## src/rtl/id_pkg.sv

```systemverilog
// Shared decode constants for the instruction-decode stage: opcodes, functs,
// ALU operation encodings and the bit layout of the ex_ctrl bundle.
package id_pkg;

   localparam logic [5:0] OP_RTYPE = 6'h00;
   localparam logic [5:0] OP_ADDI  = 6'h08;
   localparam logic [5:0] OP_LW    = 6'h23;
   localparam logic [5:0] OP_SW    = 6'h2B;
   localparam logic [5:0] OP_BEQ   = 6'h04;

   localparam logic [5:0] FN_ADD = 6'h20;
   localparam logic [5:0] FN_SUB = 6'h22;
   localparam logic [5:0] FN_AND = 6'h24;
   localparam logic [5:0] FN_OR  = 6'h25;
   localparam logic [5:0] FN_SLT = 6'h2A;

   typedef enum logic [2:0] {
      ALU_ADD = 3'b000,
      ALU_SUB = 3'b001,
      ALU_AND = 3'b010,
      ALU_OR  = 3'b011,
      ALU_SLT = 3'b100
   } alu_op_e;

   // ex_ctrl = {reg_wr, mem_rd, mem_wr, branch, alu_src, alu_op[2:0]}
   localparam int CTRL_REG_WR     = 7;
   localparam int CTRL_MEM_RD     = 6;
   localparam int CTRL_MEM_WR     = 5;
   localparam int CTRL_BRANCH     = 4;
   localparam int CTRL_ALU_SRC    = 3;
   localparam int CTRL_ALU_OP_LSB = 0;

endpackage

```

## src/rtl/id_decoder.sv

```systemverilog
// Pure combinational instruction decoder: control bundle, destination register,
// illegal flag, and whether the instruction reads rt (for hazard detection).
module id_decoder
   import id_pkg::*;
(
   input  logic [31:0] instr,
   output logic [7:0]  ctrl,
   output logic [4:0]  wr_addr,
   output logic        illegal,
   output logic        uses_rt
);

   logic [5:0] op;
   logic [5:0] funct;
   logic [4:0] rt;
   logic [4:0] rd;
   logic       reg_wr;
   logic       mem_rd;
   logic       mem_wr;
   logic       branch;
   logic       alu_src;
   alu_op_e    alu_op;
   logic       unused_fields;

   assign op    = instr[31:26];
   assign funct = instr[5:0];
   assign rt    = instr[20:16];
   assign rd    = instr[15:11];

   // rs and shamt are not needed to decode control
   assign unused_fields = ^{instr[25:21], instr[10:6]};

   always_comb begin
      reg_wr  = 1'b0;
      mem_rd  = 1'b0;
      mem_wr  = 1'b0;
      branch  = 1'b0;
      alu_src = 1'b0;
      alu_op  = ALU_ADD;
      wr_addr = 5'd0;
      illegal = 1'b0;
      uses_rt = 1'b0;
      unique case (op)
         OP_RTYPE: begin
            uses_rt = 1'b1;
            reg_wr  = 1'b1;
            wr_addr = rd;
            unique case (funct)
               FN_ADD:  alu_op = ALU_ADD;
               FN_SUB:  alu_op = ALU_SUB;
               FN_AND:  alu_op = ALU_AND;
               FN_OR:   alu_op = ALU_OR;
               FN_SLT:  alu_op = ALU_SLT;
               default: illegal = 1'b1;
            endcase
         end
         OP_ADDI: begin
            reg_wr  = 1'b1;
            alu_src = 1'b1;
            wr_addr = rt;
         end
         OP_LW: begin
            reg_wr  = 1'b1;
            mem_rd  = 1'b1;
            alu_src = 1'b1;
            wr_addr = rt;
         end
         OP_SW: begin
            uses_rt = 1'b1;
            mem_wr  = 1'b1;
            alu_src = 1'b1;
         end
         OP_BEQ: begin
            uses_rt = 1'b1;
            branch  = 1'b1;
            alu_op  = ALU_SUB;
         end
         default: illegal = 1'b1;
      endcase

      if (wr_addr == 5'd0) reg_wr = 1'b0;

      ctrl                                = 8'd0;
      ctrl[CTRL_REG_WR]                   = reg_wr;
      ctrl[CTRL_MEM_RD]                   = mem_rd;
      ctrl[CTRL_MEM_WR]                   = mem_wr;
      ctrl[CTRL_BRANCH]                   = branch;
      ctrl[CTRL_ALU_SRC]                  = alu_src;
      ctrl[CTRL_ALU_OP_LSB +: 3]          = alu_op;

      // an illegal instruction must have no architectural effect downstream
      if (illegal) begin
         ctrl    = 8'd0;
         wr_addr = 5'd0;
      end
   end

endmodule

```

## src/rtl/id_stage.sv

```systemverilog
// Decode stage: IF/ID and ID/EX pipeline registers, register-file read
// addressing and load-use hazard stall.
module id_stage
   import id_pkg::*;
(
   input  logic        elk,
   input  logic        nrst,
   input  logic [31:0] if_instr,
   input  logic [31:0] if_pc4,
   input  logic        if_valid,
   input  logic        flush,
   output logic [4:0]  rd_addrA,
   output logic [4:0]  rd_addrB,
   input  logic [31:0] rd_dataA,
   input  logic [31:0] rd_dataB,
   output logic        stall,
   output logic        ex_valid,
   output logic [31:0] ex_pc4,
   output logic [31:0] ex_dataA,
   output logic [31:0] ex_dataB,
   output logic [31:0] ex_imm,
   output logic [4:0]  ex_rt,
   output logic [4:0]  ex_wr_addr,
   output logic [7:0]  ex_ctrl,
   output logic        ex_illegal
);

   logic        ifid_valid;
   logic [31:0] ifid_instr;
   logic [31:0] ifid_pc4;

   logic [7:0]  dec_ctrl;
   logic [4:0]  dec_wr_addr;
   logic        dec_illegal;
   logic        dec_uses_rt;
   logic        bubble;

   id_decoder u_dec (
      .instr   (ifid_instr),
      .ctrl    (dec_ctrl),
      .wr_addr (dec_wr_addr),
      .illegal (dec_illegal),
      .uses_rt (dec_uses_rt)
   );

   assign rd_addrA = ifid_instr[25:21];
   assign rd_addrB = ifid_instr[20:16];

   // load in EX whose result is consumed by the instruction in ID
   assign stall = ifid_valid & ex_valid & ex_ctrl[CTRL_MEM_RD] & (ex_wr_addr != 5'd0) &
                  ((ex_wr_addr == rd_addrA) | (dec_uses_rt & (ex_wr_addr == rd_addrB)));

   assign bubble = flush | stall | ~ifid_valid;

   always_ff @(posedge elk or negedge nrst) begin
      if (!nrst) begin
         ifid_valid <= 1'b0;
         ifid_instr <= 32'd0;
         ifid_pc4   <= 32'd0;
      end else if (flush) begin
         ifid_valid <= 1'b0;
      end else if (!stall) begin
         ifid_valid <= if_valid;
         ifid_instr <= if_instr;
         ifid_pc4   <= if_pc4;
      end
   end

   always_ff @(posedge elk or negedge nrst) begin
      if (!nrst) begin
         ex_valid   <= 1'b0;
         ex_pc4     <= 32'd0;
         ex_dataA   <= 32'd0;
         ex_dataB   <= 32'd0;
         ex_imm     <= 32'd0;
         ex_rt      <= 5'd0;
         ex_wr_addr <= 5'd0;
         ex_ctrl    <= 8'd0;
         ex_illegal <= 1'b0;
      end else if (bubble) begin
         ex_valid   <= 1'b0;
         ex_pc4     <= 32'd0;
         ex_dataA   <= 32'd0;
         ex_dataB   <= 32'd0;
         ex_imm     <= 32'd0;
         ex_rt      <= 5'd0;
         ex_wr_addr <= 5'd0;
         ex_ctrl    <= 8'd0;
         ex_illegal <= 1'b0;
      end else begin
         ex_valid   <= 1'b1;
         ex_pc4     <= ifid_pc4;
         ex_dataA   <= rd_dataA;
         ex_dataB   <= rd_dataB;
         ex_imm     <= {{16{ifid_instr[15]}}, ifid_instr[15:0]};
         ex_rt      <= ifid_instr[20:16];
         ex_wr_addr <= dec_wr_addr;
         ex_ctrl    <= dec_ctrl;
         ex_illegal <= dec_illegal;
      end
   end

endmodule

```

## config.mk

```make
export PLATFORM = sky130hd
export DESIGN_NAME = id_stage
export DESIGN_NICKNAME = d
export VERILOG_FILES = /design/src/rtl/id_pkg.sv /design/src/rtl/id_decoder.sv /design/src/rtl/id_stage.sv
export SDC_FILE = /design/constraint.sdc
export NUM_CORES = 1
export LEC_CHECK = 0
export CAP_MARGIN = 20
export CELL_PAD_IN_SITES_DETAIL_PLACEMENT = 0
export CELL_PAD_IN_SITES_GLOBAL_PLACEMENT = 1
export CORE_MARGIN = 2
export CORE_UTILIZATION = 30
export DETAILED_ROUTE_END_ITERATION = 10
export GPL_ROUTABILITY_DRIVEN = 0
export PLACE_DENSITY_LB_ADDON = 0.1
export SKIP_LAST_GASP = 1
export SLEW_MARGIN = 20
export SYNTH_ARGS = -nofsm -noshare
export SYNTH_HDL_FRONTEND = slang
export SYNTH_SLANG_ARGS = --single-unit
```

## constraint.sdc

```tcl
create_clock -name elk -period 2.8 [get_ports elk]
set_clock_uncertainty 0.2 [all_clocks]
set_input_delay 0.56 -clock elk [delete_from_list [all_inputs] [get_ports elk]]
set_output_delay 0.56 -clock elk [all_outputs]
set_load 0.02 [all_outputs]
```

* Word-level counts from Yosys, hierarchy flattened
Index checks and enable logic that the tools add are counted.
** Word-level totals
- Register bits :: 213
- Bits of input ports :: 132
- Output and inout bits :: 159
** Cells by class
- Eq/ne operators :: 12
- Mux-type cells :: 25
- Bitwise gates (word level) :: 11
- Reduce and logical (&&, ||, !) cells :: 10
** Operators by type and width (count)
- $mux 32 :: 4
- $eq 6x6->1 const B :: 7
- $mux 8 :: 2
- $mux 5 :: 3
- $mux 1 :: 12
- $pmux 3 s4 :: 1
- $eq 5x5->1 :: 2
- $pmux 5 s2 :: 1
- $reduce_or 3->1 :: 3
- $eq 6x3->1 const B :: 1
- $eq 6x4->1 const B :: 1
- $logic_not 6->1 :: 1
- $pmux 3 s2 :: 1
- $and 1x1->1 :: 5
- $logic_not 5->1 :: 1
- $reduce_bool 5->1 :: 1
- $reduce_or 5->1 :: 1
- $reduce_or 4->1 :: 1
- $not 1->1 :: 3
- $or 1x1->1 :: 3
- $ne 2x2->1 const B :: 1
- $pmux 1 s2 :: 1
- $reduce_and 2->1 :: 1
- $reduce_or 2->1 :: 1

* Depth between registers and ports, before layout
Gate-level depths: netlist (run 1).
- Depth after elaboration :: 9
- Gate-level depth with buffers :: 8
- Depth with buffers taken out :: 5

* Cells and area by module
From an unflattened synthesis (run 1), not the netlist that was laid out.
** Second synthesis, totals
- Cells, all modules :: 513
- Area total of the unflattened synthesis :: 7563.5 um^2
** Modules (own cells, without submodules)
- id_stage :: times used 1, cells each 463, area each 7228.2 um^2
- id_decoder :: times used 1, cells each 50, area each 335.3 um^2

* Worst setup path after synthesis (run 1)
No wires, ideal clock.
- Kind :: register to register
- From :: register ifid_instr[29]
- To :: register ifid_instr[0]
- Library setup time :: 0.125 ns
- Arrival :: 2.017 ns
- Path slack :: 0.458 ns
- Stages on the path, launching flop included :: 9
- Buffers on the path :: 3
- Cell sequence :: dfrtp_1 -> buf_6 -> or4_4 -> o21ai_1 -> and4_1 -> or3_4 -> buf_12 -> buf_12 -> mux2_4
** Between the ends
- Longest elaborated chain between the ends :: 8
- Elaborated cells between the ends (all ways) :: 10
** Ends and longest elaborated chain
- start: declaration :: RTL line id_stage.sv:29 : logic [31:0] ifid_instr;
- start signal: assignment :: RTL line id_stage.sv:64 : ifid_instr <= if_instr;
- $eq 6x6->1 (tied with other cells) :: RTL line id_decoder.sv:43 : unique case (op)
- $reduce_or 3->1 (no source line) (*)
- $mux 1 (*) :: RTL line id_decoder.sv:43
- $and 1x1->1 (*) :: RTL line id_stage.sv:51 : ((ex_wr_addr == rd_addrA) | (dec_uses_rt & (ex_wr_addr == rd_addrB)));
- $or 1x1->1 (*) :: RTL line id_stage.sv:51
- $and 1x1->1 (*) :: RTL line id_stage.sv:50 : assign stall = ifid_valid & ex_valid & ex_ctrl[CTRL_MEM_RD] & (ex_wr_addr != 5'd0) &
- $not 1->1 (no source line) (*)
- $reduce_and 2->1 (no source line) (*)
Mark *: on every way between the ends. The rest lies on a longest branch, timed or not.
A chain may end at the register's enable or synchronous reset.

* Final worst setup path (run 1)
- From :: register ifid_instr[26]
- To :: output port stall
** Between the ends
- Longest elaborated chain between the ends :: 6
- Elaborated cells between the ends (all ways) :: 8
** Ends and longest elaborated chain
- $eq 6x6->1 (tied with other cells) :: RTL line id_decoder.sv:43
- $reduce_or 3->1 (no source line) (*)
- $mux 1 (*) :: RTL line id_decoder.sv:43
- $and 1x1->1 (*) :: RTL line id_stage.sv:51
- $or 1x1->1 (*) :: RTL line id_stage.sv:51
- $and 1x1->1 (*) :: RTL line id_stage.sv:50
- end: declaration :: RTL line id_stage.sv:16 : output logic stall,
Marked as above.

==> metrics.md, run 1 <==
| Metric | Value |
|---|---|
| Final Cycle Share | 95.7% |
| Largest net degree at the start of global routing | 78 |
| Nets@finish | 924 |
| Synth warn | 0 |
| Power density over cell area | 556 nW/um2 |
| CTS tree | built |
| Hpwl dp | between 10 and 15 mm |
| # Post-CTS Setup Buffers | 0 |
| Worst VDD drop | ~0.34 mV |
| Max cap viols | 0 |
| Initial antenna violation count | 0 |
| PortBufs | 290 |
| Critical path class | flop to output pin |
| Status | completed |
| Total wire length | 19.2 mm |
| Routed Antenna Nets | 0 |
| Number of hold violations in the final report | 0 |
| Synth top area share | 65.3% |
| TritonRoute pass-1 iters | 4 |
| Synth area leader | dfrtp_1 |
| Syn Inst Count | between 500 and 600 |
| Die Width | 163 um |
| Global Route Usage Sum | between 10% and 20% |
| First-pass GRT wire length | 29.5 mm |
| Yosys cell types | 37 |
| Chip height | roughly 160 um |
| Starting Density | 30.2% |
| Ys flop type | dfrtp_1 |
| CP Data Required Time | 2040 ps |
| Core box area | about 25000 um2 |
| DRC | 0 |
| Root Driver | clkbuf_16 |
| Worst-case clock buffer depth | 2 |
| Via count | 4700 |
| Final Max Slew Viols | 0 |
| Setup TNS | 0 ps |
| Synth Cell Area | 7550 um2 |
| Inserted Diodes | 0 |
| Slew @ Worst Pin | roughly 640 ps |
| Clock Pin Slew Worst Setup and Hold Paths | 70 ps |
| Worst Setup Start Kind | flop |
| Final min period | 2680 ps |
| Top post-synthesis cells by count | 197 x dfrtp_1, 117 x and2_1, 60 x mux2_4, 26 x buf_4, 13 x nor2_1 |
| Layout cell share with drive strength beyond 1 | roughly 16% |
| Number of synthesized flops with an enable pin | 0 |
| CP Data Arrival Time | 1920 ps |
| Register bit total from synthesis | 197 |
| Ports | about 290 |
| Post-synthesis sequential area ratio | 65.3% |
| Leakage power | 0.00512 uW |
| Ys async rst share | 100% |
| Mean area per synthesized cell | 14.9 um2 |
| Nature of the critical path endpoint | output pin |
| Die ar. | 26500 um2 |
| Worst Hold Class | flop to flop |
| Area delta synth->final | 49.7% |
| Worst-skew pair later-pin latency | 430 ps |
| Final count of negative-setup-slack endpoints | 0 |
| Initial DRC Count | 213 |
| Cell with the most instances after synthesis | dfrtp_1 |
| GRT overflow | 0 |
| CTS Sinks | approximately 200 |
| Syn Nets | ~640 |
| Largest cells by area after synthesis | dfrtp_1 65%, mux2_4 12%, and2_1 9.7% |
| Number of CTS-inserted buffers | 17 |
| Number of global-route vias before repair | 5086 |
| Worst-path fanout max | 2 |
| # fillers | 2321 |
| Hold WS | 277 ps |
| Slew margin rel. | 57.5% |
| Achievable Freq | between 300 and 400 MHz |
| H-tree levels | 4 |
| Routed len/inst | 16.9 um |
| Vias/cell | 4.14 |
| # rows | 58 |
[sequential cells by signal, summed over array words and instances, names as in the netlist]
signal / cells
ex_rt: 5
ifid_valid: 1
ex_imm: 16
ex_dataA: 32
ifid_pc4: 32
ex_dataB: 32
ex_valid: 1
ifid_instr: 32
ex_pc4: 32
ex_illegal: 1
ex_ctrl: 8
ex_wr_addr: 5
[placed cells by master, fill, tap and decap left out, types with 2 or more instances in the layout]
master and count:
inv_6 2, nand2_1 2, nand4_1 3, buf_12 6
clkinv_2 2, and3_1 4, dfrtp_1 197, clkdlybuf4s50_1 288
inv_8 4, nor2b_1 4, mux2_4 60, nand2b_1 4
clkinvlp_4 2, clkbuf_16 17, and2_1 117, a22oi_1 5
mux2_2 9, xor2_1 9, buf_4 16, nor2_1 13
a31oi_1 2, clkinv_4 2, nor3_1 6, clkinv_8 2
a21oi_1 3, and4_1 3
[worst paths after layout]
check	cells past startpoint	start	end	slack (ps)
worst max-delay path	5	ifid_instr[26]	stall	120
worst min-delay path	1	ifid_pc4[0]	ex_pc4[0]	280
worst max register to register	6	ifid_instr[26]	ifid_pc4[14]	200
worst min register to register	1	ifid_pc4[0]	ex_pc4[0]	280
max in group asynchronous	3	nrst	ex_pc4[15]	1150
min in group asynchronous	2	nrst	ex_dataA[10]	510
[layout make-up]
class | count | area, um2 | share of cell area [%]
Clock inverter | 14 | 138 | 1.22
Inverter | 1 | 3.75 | 0.0332
Multi-Input combinational cell | 262 | 2230 | 19.8
Timing Repair Buffer | 313 | 3150 | 27.9
Sequential cell | 197 | 4930 | 43.6
Tap cell | 330 | 413 | 3.65
Clock buffer | 18 | 429 | 3.80
[what timing repair did]
| item | in CTS | in global routing |
|---|---|---|
| hold buffers | 1 | 0 |
| gates resized for setup | 4 | 2 |
| endpoints found under the hold margin | 70 | 0 |
| pin swaps | 0 | 0 |
| endpoints found under the setup margin | 1 | 1 |
[kinds of logic after synthesis]
logic type	synth area share (%)
flops	65.3
mux	13.4
xor+xnor	1.16
simple gates	13.6
compound gates	1.19
buf+inv	5.30
[power breakdown]
| part | total, uW | switching [uW] | internal (uW) | leakage, uW |
|---|---|---|---|---|
| Sequential | 3070 | 83.2 | 2980 | 0.00258 |
| Combinational | 848 | 340 | 508 | 0.00227 |
| Clock | 2360 | 1180 | 1180 | 0.000274 |
[metrics by stage]
step | total power [uW] | setup slack [ps] | utilization [%] | std cells | instance area, um2
2_1_floorplan | 3530 | 458 | - | 507 | 7550
3_3_place_gp | 3970 | 111 | 42.9 | 1102 | 10700
3_5_place_dp | 3980 | 102 | 42.9 | 1102 | 10700
4_1_cts | 6390 | 84.0 | 45.2 | 1135 | 11300
5_1_grt | 6580 | -20.1 | 45.3 | 1135 | 11300
6_report | 6280 | 121 | 45.3 | 1135 | 11300
[metal layers]
metal,vias up,GRT usage [%],wire [um]
met5,-,0,0
met4,0,4.55,223
met3,13,3.95,1250
met2,165,24.0,9280
met1,2316,18.9,8400
li1,2206,-,-
[worst max-delay path: stages, from the launching register on]
cell	delay [ps]
dfrtp_1	380
or4_4	540
o21ai_1	130
nand4_1	160
nand2_2	120
buf_2	170
Note: power is estimated with default switching activity, not from simulation.
==> run 2: changes to the inputs <==
--- a/config.mk
+++ b/config.mk
@@ -12,6 +12,7 @@
 export CORE_UTILIZATION = 30
 export DETAILED_ROUTE_END_ITERATION = 10
 export GPL_ROUTABILITY_DRIVEN = 0
+export GPL_TIMING_DRIVEN = 0
 export PLACE_DENSITY_LB_ADDON = 0.1
 export SKIP_LAST_GASP = 1
 export SLEW_MARGIN = 20
==> metrics.md, run 2 (same netlist as run 1, synthesis figures left out) <==
| Metric | Value |
|---|---|
| Status | completed |
| Global Route Usage Sum | 14.9% |
| Vias/cell | 4.13 |
| Worst VDD drop | 0.322 mV |
| Ports | 291 |
| DRC | 0 |
| Worst-case clock buffer depth | 2 |
| Routed Antenna Nets | 0 |
| # fillers | between 2000 and 2500 |
| Achievable Freq | 360 MHz |
| TritonRoute pass-1 iters | 4 |
| Die ar. | approximately 26000 um2 |
| Starting Density | a little under a third |
| Initial DRC Count | 162 |
| Total wire length | 19.5 mm |
| PortBufs | 290 |
| Number of global-route vias before repair | roughly 5100 |
| Nets@finish | 951 |
| Final Max Slew Viols | 0 |
| Nature of the critical path endpoint | output pin |
| Final min period | roughly 2800 ps |
| Most frequent cells in the layout | 288 x clkdlybuf4s50_1, 197 x dfrtp_1, 117 x and2_1 |
| Final non-filler cell total | 1161 |
| CTS tree | built |
| Setup TNS | 0 ps |
| Core box area | 25000 um2 |
| Slew margin rel. | roughly 50% |
| Clock Pin Slew Worst Setup and Hold Paths | 80 ps |
| Number of CTS-inserted buffers | 17 |
| Leakage power | 0.00524 uW |
| Final count of negative-setup-slack endpoints | 0 |
| Power density over cell area | between 500 and 600 nW/um2 |
| # Post-CTS Setup Buffers | 0 |
| Worst-skew pair later-pin latency | 420 ps |
| Max cap viols | 0 |
| Placed cell count | 1129 |
| Chip height | 163 um |
| Die Width | 163 um |
| Most common cell after layout, fill and taps aside | clkdlybuf4s50_1 |
| Worst-path fanout max | 10 |
| Root Driver | clkbuf_16 |
| First-pass GRT wire length | 30.0 mm |
| Critical path class | flop to output pin |
| Largest net degree at the start of global routing | 101 |
| H-tree levels | 4 |
| Layout cell share with drive strength beyond 1 | 17.3% |
| Final core occ | 46.2% |
| WP buf/inv | 2 |
| Hpwl dp | 14.3 mm |
| Final Cycle Share | between 90% and 100% |
| CTS Sinks | 197 |
| CP Data Required Time | 2040 ps |
| Inserted Diodes | 0 |
| Number of hold violations in the final report | 0 |
| Slew @ Worst Pin | approximately 750 ps |
| Initial antenna violation count | 0 |
| RSZ-0062 raised after global routing | true |
| Routed len/inst | ~17 um |
| Worst Hold Class | flop to flop |
| Cell Chain, Critical Path | buf_6 -> or4_4 -> o21ai_2 -> nand4_1 -> nand2_2 -> buf_4 |
| Worst Setup Start Kind | flop |
| GRT overflow | 0 |
| Via count | roughly 4800 |
| # rows | 58 |
| Area delta synth->final | 52.6% |
| CP Data Arrival Time | about 2000 ps |
| Top delay family on crit path | simple AND/OR/NAND/NOR gates |
| Slowest cell on crit path | or4_4 |
| Max incr delay on CP | approximately 530 ps |
run 2: final timing paths:
path / start / end / slack [ps] / cells past startpoint
max: ifid_instr[29] / stall / 20 / 6
min: ifid_pc4[1] / ex_pc4[1] / 280 / 1
max reg2reg: ifid_instr[29] / ifid_instr[23] / 250 / 8
min reg2reg: ifid_pc4[1] / ex_pc4[1] / 280 / 1
max in group asynchronous: nrst / ifid_pc4[2] / 1380 / 3
min in group asynchronous: nrst / ex_dataA[9] / 320 / 2
run 2: worst reg2reg max path, stage by stage, from the launching register on:
cell	delay, ps
dfrtp_1	380
buf_6	140
or4_4	530
o21ai_2	90
and4_1	290
or3_4	160
buf_12	160
buf_12	170
mux2_4	310
run 2: repair_timing:
item,CTS,global route
endpoints found under the setup margin,71,71
hold buffers,1,0
hold endpoints to repair,7,0
resized for setup,8,3
run 2: metrics by stage:
stage	power (uW)	setup slack (ps)	hold WS [ps]	cell area [um2]
floorplan	3530	458	64.4	7550
global placement	3990	-7140	255	10900
detailed placement	4010	-541	150	10900
CTS	6420	-78.5	278	11500
global route	6610	-99.0	302	11500
finish	6310	23.8	279	11500
run 2: layer usage:
layer,routed length [um],part of all wire (%),vias to the layer above,track usage [%]
met2,9500,49,163,25.2
met4,226,1.2,0,3.58
met5,0,0,-,0
met1,8370,43,2356,18.7
met3,1450,7.4,12,4.74
li1,-,-,2261,-
run 2: layout make-up:
class                      instances  area [um2]  share of cell area, %
multi-input combinational        262        2240                   19.4
clock inverter                    13         141                   1.23
inverter                           1        3.75                 0.0326
tap                              330         413                   3.58
timing repair buffer             293        2970                   25.8
buffer                            47         398                   3.45
sequential                       197        4930                   42.8
clock buffer                      18         429                   3.72
run 2: power breakdown:
part | internal (uW) | switching, uW
clock | 1190 | 1170
combinational | 530 | 335
sequential | 2980 | 96.0
